**config.mk**
```make
export PLATFORM = sky130hd
export DESIGN_NAME = conv_window_reader
export DESIGN_NICKNAME = d
export VERILOG_FILES = /design/src/rtl/conv_window_reader.sv
export SDC_FILE = /design/constraint.sdc
export NUM_CORES = 1
export LEC_CHECK = 0
export CAP_MARGIN = 20
export CORE_MARGIN = 10
export CORE_UTILIZATION = 30
export CTS_CLUSTER_SIZE = 8
export DETAILED_ROUTE_END_ITERATION = 12
export DONT_BUFFER_PORTS = 1
export PLACE_DENSITY_LB_ADDON = 0.15
export REMOVE_ABC_BUFFERS = 1
export SLEW_MARGIN = 20
export SYNTH_ARGS = -nofsm -noshare
export SYNTH_HDL_FRONTEND = slang
export SYNTH_SLANG_ARGS = --single-unit
```
**constraint.sdc**
```tcl
create_clock -name clk -period 3.17 [get_ports clk]
set_input_delay 0.7925 -clock clk [delete_from_list [all_inputs] [get_ports clk]]
set_output_delay 0.7925 -clock clk [all_outputs]
set_load 0.1 [all_outputs]
```
**src/rtl/conv_window_reader.sv**
```systemverilog
// -----------------------------------------------------------------------------
// conv_window_reader
//
// Read-side sequencer for the 2-D feature-map buffer. Walks every K x K
// window position of the MEM_SIZE x MEM_SIZE buffer in raster order. For each
// position it drives the window address and read enable, registers the four
// packed rows the buffer returns, and offers them downstream on a valid/ready
// handshake.
//
// Ports:
//   clk, reset           clock, asynchronous active-low reset
//   start                pulse; begins a full scan when idle
//   mem_wr_active        buffer writer busy; read enable is suppressed
//   mem_rd_en            buffer read enable
//   mem_add_row/col      top-left address of the window being read
//   mem_data_a..d        buffer window rows 0..3 (combinational from buffer)
//   win_valid/win_ready  downstream handshake
//   win_row0..3          registered window rows, column offset 0 in the MSBs
//   win_pos_row/col      position of the presented window
//   busy                 high whenever a scan is in progress
//   done                 one-cycle pulse after the last window is accepted
// -----------------------------------------------------------------------------
module conv_window_reader #(
    parameter int DW       = 16,
    parameter int K        = 4,
    parameter int OUT_DW   = DW * K,
    parameter int MEM_SIZE = 5,
    parameter int MEM_ADDR = 3,
    parameter int NPOS     = MEM_SIZE - K + 1
) (
    input  logic                clk,
    input  logic                reset,
    input  logic                start,
    input  logic                mem_wr_active,
    output logic                mem_rd_en,
    output logic [MEM_ADDR-1:0] mem_add_row,
    output logic [MEM_ADDR-1:0] mem_add_col,
    input  logic [OUT_DW-1:0]   mem_data_a,
    input  logic [OUT_DW-1:0]   mem_data_b,
    input  logic [OUT_DW-1:0]   mem_data_c,
    input  logic [OUT_DW-1:0]   mem_data_d,
    output logic                win_valid,
    input  logic                win_ready,
    output logic [OUT_DW-1:0]   win_row0,
    output logic [OUT_DW-1:0]   win_row1,
    output logic [OUT_DW-1:0]   win_row2,
    output logic [OUT_DW-1:0]   win_row3,
    output logic [MEM_ADDR-1:0] win_pos_row,
    output logic [MEM_ADDR-1:0] win_pos_col,
    output logic                busy,
    output logic                done
);

    typedef enum logic [1:0] {
        IDLE  = 2'd0,
        READ  = 2'd1,
        VALID = 2'd2,
        DONE  = 2'd3
    } state_t;

    localparam logic [MEM_ADDR-1:0] LAST_POS = MEM_ADDR'(NPOS - 1);

    state_t              state;
    logic [MEM_ADDR-1:0] row_cnt;
    logic [MEM_ADDR-1:0] col_cnt;

    // The counters are the read address; they only move on an accepted
    // window, so the address naturally holds while a window is presented.
    assign mem_add_row = row_cnt;
    assign mem_add_col = col_cnt;

    // Read enable must drop in the same cycle the writer claims the buffer,
    // so it is decoded from the state register rather than registered.
    assign mem_rd_en = (state == READ) && !mem_wr_active;

    // NOTE: sequential state uses non-blocking assignments only, so every
    // register samples the pre-edge values regardless of statement order.
    always_ff @(posedge clk or negedge reset) begin
        if (!reset) begin
            state       <= IDLE;
            row_cnt     <= '0;
            col_cnt     <= '0;
            win_row0    <= '0;
            win_row1    <= '0;
            win_row2    <= '0;
            win_row3    <= '0;
            win_pos_row <= '0;
            win_pos_col <= '0;
            win_valid   <= 1'b0;
            busy        <= 1'b0;
            done        <= 1'b0;
        end else begin
            done <= 1'b0;
            case (state)
                IDLE: begin
                    if (start) begin
                        row_cnt <= '0;
                        col_cnt <= '0;
                        busy    <= 1'b1;
                        state   <= READ;
                    end
                end
                READ: begin
                    // A writer stall simply holds us here; nothing is captured.
                    if (!mem_wr_active) begin
                        win_row0    <= mem_data_a;
                        win_row1    <= mem_data_b;
                        win_row2    <= mem_data_c;
                        win_row3    <= mem_data_d;
                        win_pos_row <= row_cnt;
                        win_pos_col <= col_cnt;
                        win_valid   <= 1'b1;
                        state       <= VALID;
                    end
                end
                VALID: begin
                    if (win_ready) begin
                        win_valid <= 1'b0;
                        if (col_cnt != LAST_POS) begin
                            col_cnt <= col_cnt + 1'b1;
                            state   <= READ;
                        end else if (row_cnt != LAST_POS) begin
                            col_cnt <= '0;
                            row_cnt <= row_cnt + 1'b1;
                            state   <= READ;
                        end else begin
                            // Last window: counters stay at the final
                            // in-range position instead of wrapping past it.
                            done  <= 1'b1;
                            state <= DONE;
                        end
                    end
                end
                DONE: begin
                    busy  <= 1'b0;
                    state <= IDLE;
                end
                default: state <= IDLE;
            endcase
        end
    end

endmodule

```
==> results.ini, run 1 <==
[run_status]
status=completed

[timing]
tns_ns=0
fin_crit_sh_pct=86.77
slew_viol_final=0
fin_crit_ns=2.751
final-setup-viol-count=0
worst-slew-pin-transition_ns=1.141
timing.fmax_mhz=363.6
timing.max_slew.rel_slack_pct=23.96
fin_skew_ns=0.008223
hold_viol=0
worst_hold_slack_ns=0.01361
rsz0062_at_grt=false

[die]
std_cell_rows=68
dieWidth_um=206.7
starting_density_pct=30.34
floorplan.die.height_um=206.7
floorplan.die_area_sq_um=42720
ports_placed_on_the_boundary=533
design.core.area_sq_um=34460

[run]
max_cap_violations=0

[drt]
drt-wirelength-per-cell_um=21.83
num_vias=7537
drt-pass1-iter-count=4
drt_wl_total_mm=35.54
drtAntennaViolNets=0
drt_first_iter_violations=542
detailed_route_vias_per_instance=4.630
drc=0

[logic_synthesis]
synthTopCellsByArea=sky130_fd_sc_hd__dfrtp_1 (65%), sky130_fd_sc_hd__nand2_1 (28%), sky130_fd_sc_hd__buf_4 (1.3%)
ys_warn_count=0
synthCells=1170
synth.avg_cell_area_sq_um=8.936
ys_seq_area_share_pct=65.34
synth.top_cell.area_share_pct=65.34
number_of_synthesized_register_bits=273
dominantRegCellSynth=sky130_fd_sc_hd__dfrtp_1
synth_area_leader_cell=sky130_fd_sc_hd__dfrtp_1
synth_edf_count=0
synth_area_sq_um=10460
async_reset_ff_share_pct=100.0
yosysUniqueCellTypes=34

[critical_path]
critPathKind=reg2out
worst-path-max-fanout=56
cp-end-kind=output pin
setup.worst_path.start_class=flop
timing.critical_path.arrival_ns=1.96
worstPathRequired_ns=2.38

[global_route]
global_route_wire_length_before_repair_mm=51.11
total_grt_overflow=0
global_route_usage_over_all_layers_pct=15.64
grt_pass1_vias=7820
grt_max_degree=274
antenna_violations_before_repair=3

[placement]
gp_congestion=0.8037
place.detailed.hpwl_mm=25.57
io_buffers=0

[final_layout]
share_of_post_route_cells_with_drive_strength_above_1_pct=5.385
area_growth_syn_to_layout_pct=14.48
finalNetCount=1432
most-common-layout-cells=sky130_fd_sc_hd__nand2_1 (787), sky130_fd_sc_hd__dfrtp_1 (273), sky130_fd_sc_hd__clkbuf_16 (41), sky130_fd_sc_hd__buf_4 (11), sky130_fd_sc_hd__o21ai_0 (8)
most_common_library_cell_in_the_layout_ignoring_fill_and_taps=sky130_fd_sc_hd__nand2_1

[clock_tree]
clock_tree_from_tritoncts=yes
cts_buffers=40
cts-root-to-sink-buffers=3
cts.root.buffer_cell=sky130_fd_sc_hd__clkbuf_16
clkSinkCount=273
clock_latency_ns=0.51
ctsHtreeMaxLevel=2
clkTransAtPathRegs_ns=0.05
post-cts-setup-buffers=0
post_cts.resized_instances=0

[hold_path]
hp-class=in2async

## kinds of logic after synthesis
group / count (synthesis) / share of synthesized area [%]
multiplexers: 2 / 0.2034
adder cells (fa/ha/maj): 2 / 0.2393
AND/OR/NAND/NOR: 810 / 29.88
buffers and inverters: 64 / 3.219
AO/OA/AOI/OAI: 19 / 1.113
flip-flops: 273 / 65.34
## synth_stat cells (3+ instances only)
master / count
sky130_fd_sc_hd__dfrtp_1: 273
sky130_fd_sc_hd__nand2_1: 787
sky130_fd_sc_hd__o211ai_1: 3
sky130_fd_sc_hd__buf_4: 18
sky130_fd_sc_hd__buf_2: 11
sky130_fd_sc_hd__nand2b_1: 3
sky130_fd_sc_hd__clkbuf_1: 29
sky130_fd_sc_hd__inv_1: 3
sky130_fd_sc_hd__nand3_1: 4
sky130_fd_sc_hd__o21ai_0: 8
## layer usage
metal / global-route usage (%) / share of wire (%)
met1: 16.95 / 35
met2: 25.96 / 49
met3: 8.287 / 14
met4: 4.821 / 2.2
met5: 0 / 0
## worst max-delay path, cell delays in order, from the launching register on
cell and delay [ns]:
sky130_fd_sc_hd__dfrtp_1 0.53, sky130_fd_sc_hd__or3b_4 0.52, sky130_fd_sc_hd__inv_8 0.36
## cell type report
type	instances	area [sq um]
fillers	3579	22490
flip-flops and latches	273	6832
multi-input cells	833	3289
clock buffers	42	1030
well taps	455	569.3
repair buffers	17	210.2
inverters	4	22.52
clock inverters	1	8.758
diodes	3	7.507
## worst paths after layout
check / endpoint / from / slack (ns) / cells past startpoint
max: mem_rd_en / state[1]$_DFFE_PN0P_ / 0.42 / 2
min: win_row3[50]$_DFFE_PN0P_ / reset / 0.01 / 0
max reg2reg: win_row0[9]$_DFFE_PN0P_ / state[1]$_DFFE_PN0P_ / 0.97 / 6
min reg2reg: mem_add_col[1]$_DFFE_PN0P_ / mem_add_col[1]$_DFFE_PN0P_ / 0.67 / 1
max in group asynchronous: win_row0[11]$_DFFE_PN0P_ / reset / 2.56 / 0
min in group clk: win_row1[8]$_DFFE_PN0P_ / mem_data_b[8] / 0.39 / 2
## stage by stage
stage	worst slack, ns	std cells	cell area, sq um	util, %
after floorplan	-7.082	1110	10130	-
after global placement	0.7285	1581	10900	31.62
after detailed placement	0.7365	1581	10900	31.62
after CTS	0.3695	1624	11930	34.63
after global routing	0.3033	1626	11960	34.72
final	0.4194	1628	11970	34.73
## flip-flops by register name, indices dropped and copies added (netlist names)
name         flops
state            2
win_row3        64
mem_add_row      3
busy             1
win_pos_col      3
win_valid        1
win_row2        64
win_row0        64
mem_add_col      3
done             1
win_row1        64
win_pos_row      3
Power of run 1 is left out: the tool's default activity adds up to more than one toggle a clock period on the data nets, which glitch-free logic cannot reach.
==> run 2, diff against run 1 <==
--- a/config.mk
+++ b/config.mk
@@ -6,10 +6,10 @@
 export NUM_CORES = 1
 export LEC_CHECK = 0
 export CAP_MARGIN = 20
-export CORE_MARGIN = 10
-export CORE_UTILIZATION = 30
+export CORE_AREA = 2 2 207 209
 export CTS_CLUSTER_SIZE = 8
 export DETAILED_ROUTE_END_ITERATION = 12
+export DIE_AREA = 0 0 209 211
 export DONT_BUFFER_PORTS = 1
 export PLACE_DENSITY_LB_ADDON = 0.15
 export REMOVE_ABC_BUFFERS = 1
==> run 2 against run 1 <==
The flow now finishes with violations (hold timing). Non-clock buffer count fell by 3. Setup slack improved by 0.019 ns. Sequential share of layout area fell by 0.36 points.
==> results.ini, run 2 (synthesized netlist as in run 1, its figures left out) <==
[run_status]
status=finished, violations left
violated_checks=hold timing

[critical_path]
worstPathRequired_ns=2.38
regToRegSetupSlack_ns=0.87
critPathKind=reg2out
worst-path-max-fanout=18
setup.worst_path.start_class=flop
cp-end-kind=output pin
timing.critical_path.arrival_ns=1.94

[timing]
fin_crit_ns=2.731
final-setup-viol-count=0
timing.fmax_mhz=366.1
hold_viol=13
tns_ns=0
timing.max_slew.rel_slack_pct=29.79
worst_hold_slack_ns=-0.02307
fin_skew_ns=0.008856
fin_crit_sh_pct=86.16
worst-slew-pin-transition_ns=1.053
slew_viol_final=0
rsz0062_at_grt=false

[final_layout]
area.sequential_sq_um=6832
multiInputGateArea_sq_um=3289
most-common-layout-cells=sky130_fd_sc_hd__nand2_1 (787), sky130_fd_sc_hd__dfrtp_1 (273), sky130_fd_sc_hd__clkbuf_16 (41), sky130_fd_sc_hd__buf_4 (10), sky130_fd_sc_hd__o21ai_0 (8)
most_common_library_cell_in_the_layout_ignoring_fill_and_taps=sky130_fd_sc_hd__nand2_1
share_of_post_route_cells_with_drive_strength_above_1_pct=5.304
finalNetCount=1429
nFillCells=4455
n_antenna_cell=0
area_growth_syn_to_layout_pct=15.20

[die]
starting_density_pct=25.04
dieWidth_um=209
floorplan.die.height_um=211
design.core.area_sq_um=41760
std_cell_rows=75
ports_placed_on_the_boundary=533
floorplan.die_area_sq_um=44100

[clock_tree]
clkTransAtPathRegs_ns=0.05
cts.root.buffer_cell=sky130_fd_sc_hd__clkbuf_16
clock_latency_ns=0.52
cts-root-to-sink-buffers=3
post-cts-setup-buffers=0
clkSinkCount=273
ctsHtreeMaxLevel=2
cts_buffers=40
clock_tree_from_tritoncts=yes
post_cts.resized_instances=0

[drt]
drt_wl_total_mm=31.58
drt-wirelength-per-cell_um=18.49
detailed_route_vias_per_instance=4.367
detailroute.wirelength.met3_mm=3.606
drt-pass1-iter-count=4
wl_met1_mm=11.89
drc=0
drt_first_iter_violations=617
highest_layer=met4
drtAntennaViolNets=0
num_vias=7458
routed-wl-met2_mm=15.06

[global_route]
total_grt_overflow=0
global_route_wire_length_before_repair_mm=47.58
grt_pass1_vias=7789
global_route_usage_over_all_layers_pct=13.98
grt_max_degree=274
antenna_violations_before_repair=0

[run]
max_cap_violations=0

[placement]
io_buffers=0
place.detailed.hpwl_mm=21.85
gp_congestion=0.7280

[hold_path]
hp-class=in2async

## run 2: cell type report
type	count	area share, %
multi-input cells	833	27.31
repair buffers	14	1.288
flip-flops and latches	273	56.72
well taps	539	5.599
inverters	4	0.1870
clock buffers	45	8.893
## run 2: stage by stage
stage / instance area, sq um / hold slack [ns] / util (%) / std cells / worst slack, ns
floorplan: 10130 / 0.4969 / - / 1110 / -7.082
global placement: 10970 / 0.5038 / 26.28 / 1663 / 0.8282
detailed placement: 10970 / 0.5044 / 26.28 / 1663 / 0.8260
CTS: 12040 / -0.06787 / 28.84 / 1708 / 0.4059
global route: 12040 / -0.06149 / 28.84 / 1708 / 0.3425
finish: 12040 / -0.02307 / 28.84 / 1708 / 0.4387
## run 2: critical path: stages, from the launching register on
cell                      delay, ns
sky130_fd_sc_hd__dfrtp_1       0.61
sky130_fd_sc_hd__or3b_4        0.51
sky130_fd_sc_hd__inv_8         0.27
## run 2: per-layer routing
metal  vias up  track usage (%)
li1       3534                -
met1      3521            15.71
met2       341            22.83
met3        62            6.854
met4         0            5.419
met5         -                0
## run 2: final timing paths
path,start,endpoint,depth (start not counted)
setup / recovery,state[0]$_DFFE_PN0P_,mem_rd_en,2
hold / removal,reset,win_row2[55]$_DFFE_PN0P_,0
setup reg to reg,state[0]$_DFFE_PN0P_,win_row2[7]$_DFFE_PN0P_,5
hold reg to reg,state[1]$_DFFE_PN0P_,busy$_DFFE_PN0P_,1
max in group asynchronous,reset,win_row1[51]$_DFFE_PN0P_,0
min in group clk,mem_data_b[39],win_row1[39]$_DFFE_PN0P_,2
Power of run 2 is left out for the same reason.
